**config.mk**
```make
export PLATFORM = sky130hd
export DESIGN_NAME = sram_like_arbiter
export DESIGN_NICKNAME = d
export VERILOG_FILES = /design/src/rtl/sram_like_arbiter.sv
export SDC_FILE = /design/constraint.sdc
export NUM_CORES = 1
export LEC_CHECK = 0
export ABC_CLOCK_PERIOD_IN_PS = 5000
export CORE_AREA = 4 4 118 120
export CTS_CLUSTER_DIAMETER = 50
export DETAILED_ROUTE_END_ITERATION = 10
export DIE_AREA = 0 0 122 124
export SLEW_MARGIN = 20
export SYNTH_ARGS = -nofsm -noshare
export SYNTH_HDL_FRONTEND = slang
export SYNTH_SLANG_ARGS = --single-unit
```
**constraint.sdc**
```tcl
create_clock -name clk -period 5 [get_ports clk]
set_input_delay 1.25 -clock clk [delete_from_list [all_inputs] [get_ports clk]]
set_output_delay 1.25 -clock clk [all_outputs]
set_load 0.1 [all_outputs]
```
**src/rtl/sram_like_arbiter.sv**
```systemverilog
// rtl/sram_like_arbiter.sv - shares one SRAM-like port between fetch (inst) and MEM-stage (data) requesters
// Define ARB_RR_EN for round-robin unlocked grant; default build is fixed data-over-inst priority.
module sram_like_arbiter #(
    parameter int OUTS_DEPTH = 2,
    parameter int OUTS_CNT_W = 2
) (
    input  logic                  clk,
    input  logic                  reset,
    input  logic                  inst_req,
    input  logic                  inst_wr,
    input  logic [1:0]            inst_size,
    input  logic [31:0]           inst_addr,
    input  logic [31:0]           inst_wdata,
    output logic                  inst_addr_ok,
    output logic                  inst_data_ok,
    output logic [31:0]           inst_rdata,
    input  logic                  data_req,
    input  logic                  data_wr,
    input  logic [1:0]            data_size,
    input  logic [31:0]           data_addr,
    input  logic [31:0]           data_wdata,
    output logic                  data_addr_ok,
    output logic                  data_data_ok,
    output logic [31:0]           data_rdata,
    output logic                  mem_req,
    output logic                  mem_wr,
    output logic [1:0]            mem_size,
    output logic [31:0]           mem_addr,
    output logic [31:0]           mem_wdata,
    input  logic                  mem_addr_ok,
    input  logic                  mem_data_ok,
    input  logic [31:0]           mem_rdata,
    output logic [OUTS_CNT_W-1:0] outs_cnt,
    output logic                  arb_err
);

    typedef enum logic {OWN_INST = 1'b0, OWN_DATA = 1'b1} owner_e;
    typedef enum logic [1:0] {ST_FREE, ST_LOCK_INST, ST_LOCK_DATA} lock_state_e;

    localparam int PTR_W = (OUTS_DEPTH > 1) ? $clog2(OUTS_DEPTH) : 1;
    localparam logic [OUTS_CNT_W-1:0] FULL_CNT = OUTS_CNT_W'(OUTS_DEPTH);

    lock_state_e           state_q, state_d;
    logic [OUTS_DEPTH-1:0] own_q, own_d;
    logic [PTR_W-1:0]      wptr_q, wptr_d, rptr_q, rptr_d;
    logic [OUTS_CNT_W-1:0] cnt_q, cnt_d;
    logic                  err_q, err_d;

    owner_e grant;
    owner_e free_grant;
    logic   full;
    logic   push;
    logic   pop;
    logic   head_data;

    function automatic logic [PTR_W-1:0] ptr_inc(input logic [PTR_W-1:0] p);
        if (p == PTR_W'(OUTS_DEPTH - 1)) begin
            return '0;
        end
        return p + 1'b1;
    endfunction

`ifdef ARB_RR_EN
    owner_e last_q, last_d;

    // On a tie, hand the port to whoever did not win the previous accept.
    always_comb begin
        free_grant = data_req ? OWN_DATA : OWN_INST;
        if (data_req && inst_req) begin
            free_grant = (last_q == OWN_INST) ? OWN_DATA : OWN_INST;
        end
    end

    always_comb begin
        last_d = last_q;
        if (push) begin
            last_d = grant;
        end
    end

    always_ff @(posedge clk) begin
        if (reset) begin
            last_q <= OWN_INST;
        end else begin
            last_q <= last_d;
        end
    end
`else
    always_comb begin
        free_grant = data_req ? OWN_DATA : OWN_INST;
    end
`endif

    always_comb begin
        full      = (cnt_q == FULL_CNT);
        grant     = free_grant;
        mem_req   = 1'b0;
        mem_wr    = 1'b0;
        mem_size  = 2'd0;
        mem_addr  = 32'd0;
        mem_wdata = 32'd0;
        state_d   = state_q;

        case (state_q)
            ST_LOCK_INST: grant = OWN_INST;
            ST_LOCK_DATA: grant = OWN_DATA;
            default:      grant = free_grant;
        endcase

        mem_req = !full && ((state_q != ST_FREE) || inst_req || data_req);

        if (mem_req) begin
            if (grant == OWN_DATA) begin
                mem_wr    = data_wr;
                mem_size  = data_size;
                mem_addr  = data_addr;
                mem_wdata = data_wdata;
            end else begin
                mem_wr    = inst_wr;
                mem_size  = inst_size;
                mem_addr  = inst_addr;
                mem_wdata = inst_wdata;
            end
            if (mem_addr_ok) begin
                state_d = ST_FREE;
            end else begin
                state_d = (grant == OWN_DATA) ? ST_LOCK_DATA : ST_LOCK_INST;
            end
        end
    end

    always_comb begin
        push         = mem_req && mem_addr_ok;
        pop          = mem_data_ok && (cnt_q != '0);
        head_data    = own_q[rptr_q];
        inst_addr_ok = push && (grant == OWN_INST);
        data_addr_ok = push && (grant == OWN_DATA);
        inst_data_ok = pop && !head_data;
        data_data_ok = pop && head_data;
        inst_rdata   = mem_rdata;
        data_rdata   = mem_rdata;
        outs_cnt     = cnt_q;
        arb_err      = err_q;

        own_d  = own_q;
        wptr_d = wptr_q;
        rptr_d = rptr_q;
        cnt_d  = cnt_q;
        err_d  = err_q;

        if (push) begin
            own_d[wptr_q] = grant;
            wptr_d        = ptr_inc(wptr_q);
        end
        if (pop) begin
            rptr_d = ptr_inc(rptr_q);
        end
        case ({push, pop})
            2'b10:   cnt_d = cnt_q + 1'b1;
            2'b01:   cnt_d = cnt_q - 1'b1;
            default: cnt_d = cnt_q;
        endcase
        // A response with nothing outstanding is dropped but remembered.
        if (mem_data_ok && (cnt_q == '0)) begin
            err_d = 1'b1;
        end
    end

    always_ff @(posedge clk) begin
        if (reset) begin
            state_q <= ST_FREE;
            own_q   <= '0;
            wptr_q  <= '0;
            rptr_q  <= '0;
            cnt_q   <= '0;
            err_q   <= 1'b0;
        end else begin
            state_q <= state_d;
            own_q   <= own_d;
            wptr_q  <= wptr_d;
            rptr_q  <= rptr_d;
            cnt_q   <= cnt_d;
            err_q   <= err_d;
        end
    end

endmodule
```
# == Word-level counts from Yosys, hierarchy flattened ==
# Index checks and enable logic that the tools add are counted.
# totals
ff_bits,9
in_bits,172
out_inout_bits,139
elab_cells,62
# classes
n_addsub,4
order_cmp,3
eq_ne,5
mux,26
n_bitwise,1
n_reduce_logical,17
# op_table
operator,n
$mux W32,4
$mux W1,14
$logic_and A1 B1 Y1,9
$mux W2,4
$eq A2 B2 Y1 const B,3
$reduce_bool A2 Y1,3
$eq A2 B1 Y1 const B,2
$lt A1 B2 Y1 const B,2
$pmux W2 S2,1
$add A1 B1 Y1 const B,2
$add A2 B1 Y2 const B,1
$bwmux W2,1
$logic_not A1 Y1,2
$logic_not A2 Y1,1
$logic_or A1 B1 Y1,2
$pmux W1 S2,1
$sub A2 B1 Y2 const B,1
$demux W1 S1,1
$ge A1 B1 Y1 const B,1
$not A1 Y1,1

# == Longest topological paths before layout ==
# depth
depth_word,7
ltp_mapped,9
depth_no_buf,8

# == Worst setup path before layout ==
# No wires, ideal clock.
# synth_path
path_kind,input to output
start,in data_req
end,out mem_wdata[13]
t_arrival_ns,3.384
t_required_ns,3.750
path_slack_ns,0.366
path_stages,5
path_buffers,2
cell_sequence,mux2i_2 buf_4 buf_2 nand2_1 a21oi_1
# synth_via
elab_chain_len,4
# synth_lines
element,line,rtl
"start, declared",17,"input logic data_req,"
$mux W1,90,free_grant = data_req ? OWN_DATA : OWN_INST;
$pmux W1 S2,104,case (state_q)
$mux W32,113,if (grant == OWN_DATA) begin
$mux W32 *,112,if (mem_req) begin
"end, declared",29,"output logic [31:0] mem_wdata,"
# Every way passes the cells marked *; elsewhere a longest branch is shown, timed or not.

# == Final worst setup path ==
# layout_path
start,in data_req
end,out mem_addr[0]
# layout_via
elab_chain_len,4
# layout_lines
element,line,rtl
$mux W1,90,
$pmux W1 S2,104,
$mux W32,113,
$mux W32 *,112,
"end, declared",28,"output logic [31:0] mem_addr,"
# Marked as above.

==> results.md <==
Status:
- The flow ran to the end, and the final reports show no timing, DRC or antenna violations.

Placement:
- The worst setup slack before clock tree synthesis is 0.454 ns.
- At the end of routability-driven placement, the weighted congestion stood at 0.731.
- The detailed placement HPWL is 7.77 mm.
- The instance area at placement is 4470 µm².
- The count of input and output buffers is 214.
- In this run, placement finished with an instance count of 651.

Clocking:
- The buffer type at the clock tree root is sky130_fd_sc_hd__clkbuf_16.
- At the later pin of the worst-skew pair, clock insertion delay measures 0.23 ns.
- No sink is reached through more buffers than the 2 on the longest clock path.
- The number of gates given a new drive strength after cts is 0.
- After clock tree synthesis, the setup repair step added 0 buffers.
- The number of hold buffers added after CTS was 0.
- The H-tree depth is 1.
- Clock tree synthesis inserted a total of 3 buffers.
- The CTS tree is yes.
- Clock-pin slew was measured on the worst setup and hold paths at 0.04 ns.
- Counting every sink on the clock net gives 9.

Cells and area:
- After the last flow step, the layout net total stands at 655.
- With fillers left out, the area of the finished cells amounts to 4550 µm².
- The signed area change from the synthesized netlist to the final layout is 132%.
- Of the cells placed in the final design, the portion with a size suffix greater than 1 is 18.6%.
- The number of standard cells in the layout, taps in and fillers out is 655.
- The number of antenna diodes in the final layout is 0.

Worst setup path:
- The worst setup path is captured at an output port.
- Along the worst path, the maximum fanout reaches 30.
- The kind of start point of the critical path is an input port.
- Data on the critical path arrives at its endpoint at 3.20 ns.
- At the worst endpoint, the required time is 3.75 ns.
- The critical path's largest stage delay is 0.53 ns.
- The start-to-end type of the worst setup path is in -> out.
- Among the stages of the critical path, the cell type that occurs most often is sky130_fd_sc_hd__buf_12.
- For this design, the slowest cell found on the critical path is sky130_fd_sc_hd__clkdlybuf4s50_1.
- The signal on the critical path passes through clkdlybuf4s50_1 -> or3b_1 -> nand2_4 -> buf_12 -> a21oi_1 -> buf_12.

Logic synthesis:
- The post-synthesis instance area is 1960 µm².
- The post-synth net total is 517.
- The number of enable flip-flop cells after synthesis is 0.
- The count of synthesis-stage warnings from yosys is 0.
- By area the synthesized netlist is led by sky130_fd_sc_hd__buf_4 (26%), sky130_fd_sc_hd__nand2_1 (26%), sky130_fd_sc_hd__a21oi_1 (18%).
- The top cell type by area accounts for 26.5% of the synthesized area.
- The mean area per synthesized cell is 5.73 µm².
- The async set-or-reset flop fraction in the synthesized netlist is 0%.
- Synthesis handed over a netlist of 342 instances.
- Synthesis instantiated 28 different standard cells from the library.
- The post-synthesis register bit count is 9.
- Of the synthesized area, sequential elements account for 9.20%.
- Of all cell types, the one taking the most synthesized area is sky130_fd_sc_hd__buf_4.
- The most used flip-flop cell after synthesis is sky130_fd_sc_hd__dfxtp_1.

STA:
- Headroom to the max-slew limit came out at 34.4%.
- Setup violations remaining at the end of the flow were counted as 0.
- The setup skew after layout is 0.00184 ns.
- The number of slew-limit violations in the final report is 0.
- Setup slack on the critical path of the routed design comes to 0.548 ns.
- The transition at the pin with the smallest max-transition slack is 0.981 ns.
- The smallest clock period supported by the final layout is computed as 4.45 ns.
- The final cycle utilization of the critical path is 89.0%.
- The highest clock rate is 225 MHz.
- Setup repair after global routing left no endpoint under its margin.
- The setup TNS is 0 ns.
- The final number of hold-violating endpoints is 0.

Drt:
- The post-detailed-route DRC marker count is 0.
- In the final routed layout, each cell accounts on average for 14.0 µm.
- The residual antenna-violating net count after detailed routing is 0.
- For this block, the via count after detailed routing is 2697.
- The number of vias per cell after detailed routing is 4.12.
- The detailed router finished its first iteration with 71 violations.
- The routed design has 9.19 mm of wire.
- The first detailed-routing pass ran for 4 iterations.

Global route:
- The number of antenna violations at the first check in global routing is 0.
- The final global-route overflow total is 0.
- The first global-routing pass estimated 13.0 mm of wire.
- The total routing resource utilization after global routing is 10.7%.
- The number of global-route vias before repair came to 2588.
- Entering global routing, the biggest net connects 42 pins.

Floorplan:
- For this design the top-level I/O count stands at 311.
- The placeable core region is 13000 µm².
- The number of rows created at floorplan is 42.
- The floorplan die area is 15100 µm².
- The initial cell density of the core is 15.1%.
- The vertical die dimension is 124 µm.
- The die span in x is 122 µm.

Min path:
- The type of the most critical hold path is reg -> reg.

Pwr:
- The cell area power density is 634 nW/µm².
- The design draws 2880 µW.
- IR analysis of the VDD net gives a maximum drop of 0.302 mV.
- The static power due to leakage is 0.00187 µW.

Run:
- The tool flagged a number of max-cap violations equal to 0.
## logic make-up (layout without fill, tap and decap cells)
| logic type | after synthesis | count (layout) | share of synthesized area (%) |
|---|---|---|---|
| compound gates | 75 | 75 | 21.2 |
| xor+xnor | 3 | 3 | 1.34 |
| fa+ha+maj | 3 | 3 | 1.92 |
| buf+inv | 92 | 229 | 31.6 |
| flops | 9 | 9 | 9.20 |
| mux | 5 | 5 | 2.81 |
| simple gates | 155 | 155 | 31.9 |
## metal layers
layer	GRT usage, %	vias up	wire, µm
li1	-	1307	-
met1	11.9	1194	3280
met2	18.8	169	4570
met3	3.68	27	1080
met4	3.99	0	260
met5	0	-	0
## final cells by class
cell class                 count  area, µm²
tap                          176        220
fill                        1344       8430
timing repair buffer         220       2880
multi-input combinational    241       1170
clock buffer                   4       78.8
sequential                     9        180
inverter                       5       18.8
## where the power goes
part           internal, µW  total (µW)  switching (µW)
clock                   106         141            34.0
sequential             90.2         109            18.5
combinational           863        2630            1770
## synthesized netlist by cell type (all sizes together) (2+ instances only)
cell	instances
nand2	135
buf	76
a21oi	69
clkbuf	11
dfxtp	9
nor2	8
inv	5
mux2i	4
nand2b	4
ha	3
nand4	3
o21ai	2
o31ai	2
xor2	2
## critical path, delay by kind of cell
kind,cells,cell delay [ns]
simple gates,2,0.55
compound gates,1,0.35
buf+inv,3,1.01
## through the flow
| stage | hold WS, ns | util (%) |
|---|---|---|
| final | 0.492 | 35.0 |
| after global routing | 0.514 | 35.0 |
| after CTS | 0.499 | 35.0 |
| after detailed placement | 0.490 | 34.4 |
| after global placement | 0.450 | 34.4 |
| after floorplan | 0.448 | - |
## flip-flops by register name, summed over array words and instances, names as in the netlist
name / cells
rptr_q: 1
arb_err: 1
outs_cnt: 2
state_q: 2
own_q: 2
wptr_q: 1
## layout by cell type (no fill, tap or decap), types with 2 or more instances in the layout
cell / instances
sky130_fd_sc_hd__buf_12: 70
sky130_fd_sc_hd__inv_1: 4
sky130_fd_sc_hd__clkdlybuf4s50_1: 142
sky130_fd_sc_hd__a21oi_1: 69
sky130_fd_sc_hd__clkbuf_16: 3
sky130_fd_sc_hd__o31ai_4: 2
sky130_fd_sc_hd__buf_4: 8
sky130_fd_sc_hd__nand4_1: 3
sky130_fd_sc_hd__xor2_1: 2
sky130_fd_sc_hd__nand2b_1: 4
sky130_fd_sc_hd__dfxtp_1: 9
sky130_fd_sc_hd__nor2_1: 8
sky130_fd_sc_hd__mux2i_1: 3
sky130_fd_sc_hd__o21ai_0: 2
sky130_fd_sc_hd__ha_1: 3
sky130_fd_sc_hd__nand2_1: 134
## worst paths after layout
kind,startpoint,endpoint,slack (ns),depth (start not counted)
setup / recovery,data_req,mem_addr[0],0.55,6
hold / removal,own_q[1]$_SDFFE_PP0P_,own_q[1]$_SDFFE_PP0P_,0.49,2
hold reg to reg,own_q[1]$_SDFFE_PP0P_,own_q[1]$_SDFFE_PP0P_,0.49,2
setup reg to reg,state_q[1]$_SDFFE_PP0P_,outs_cnt[1]$_SDFFE_PP0P_,2.86,7
Note: power is estimated with default switching activity, not from simulation.
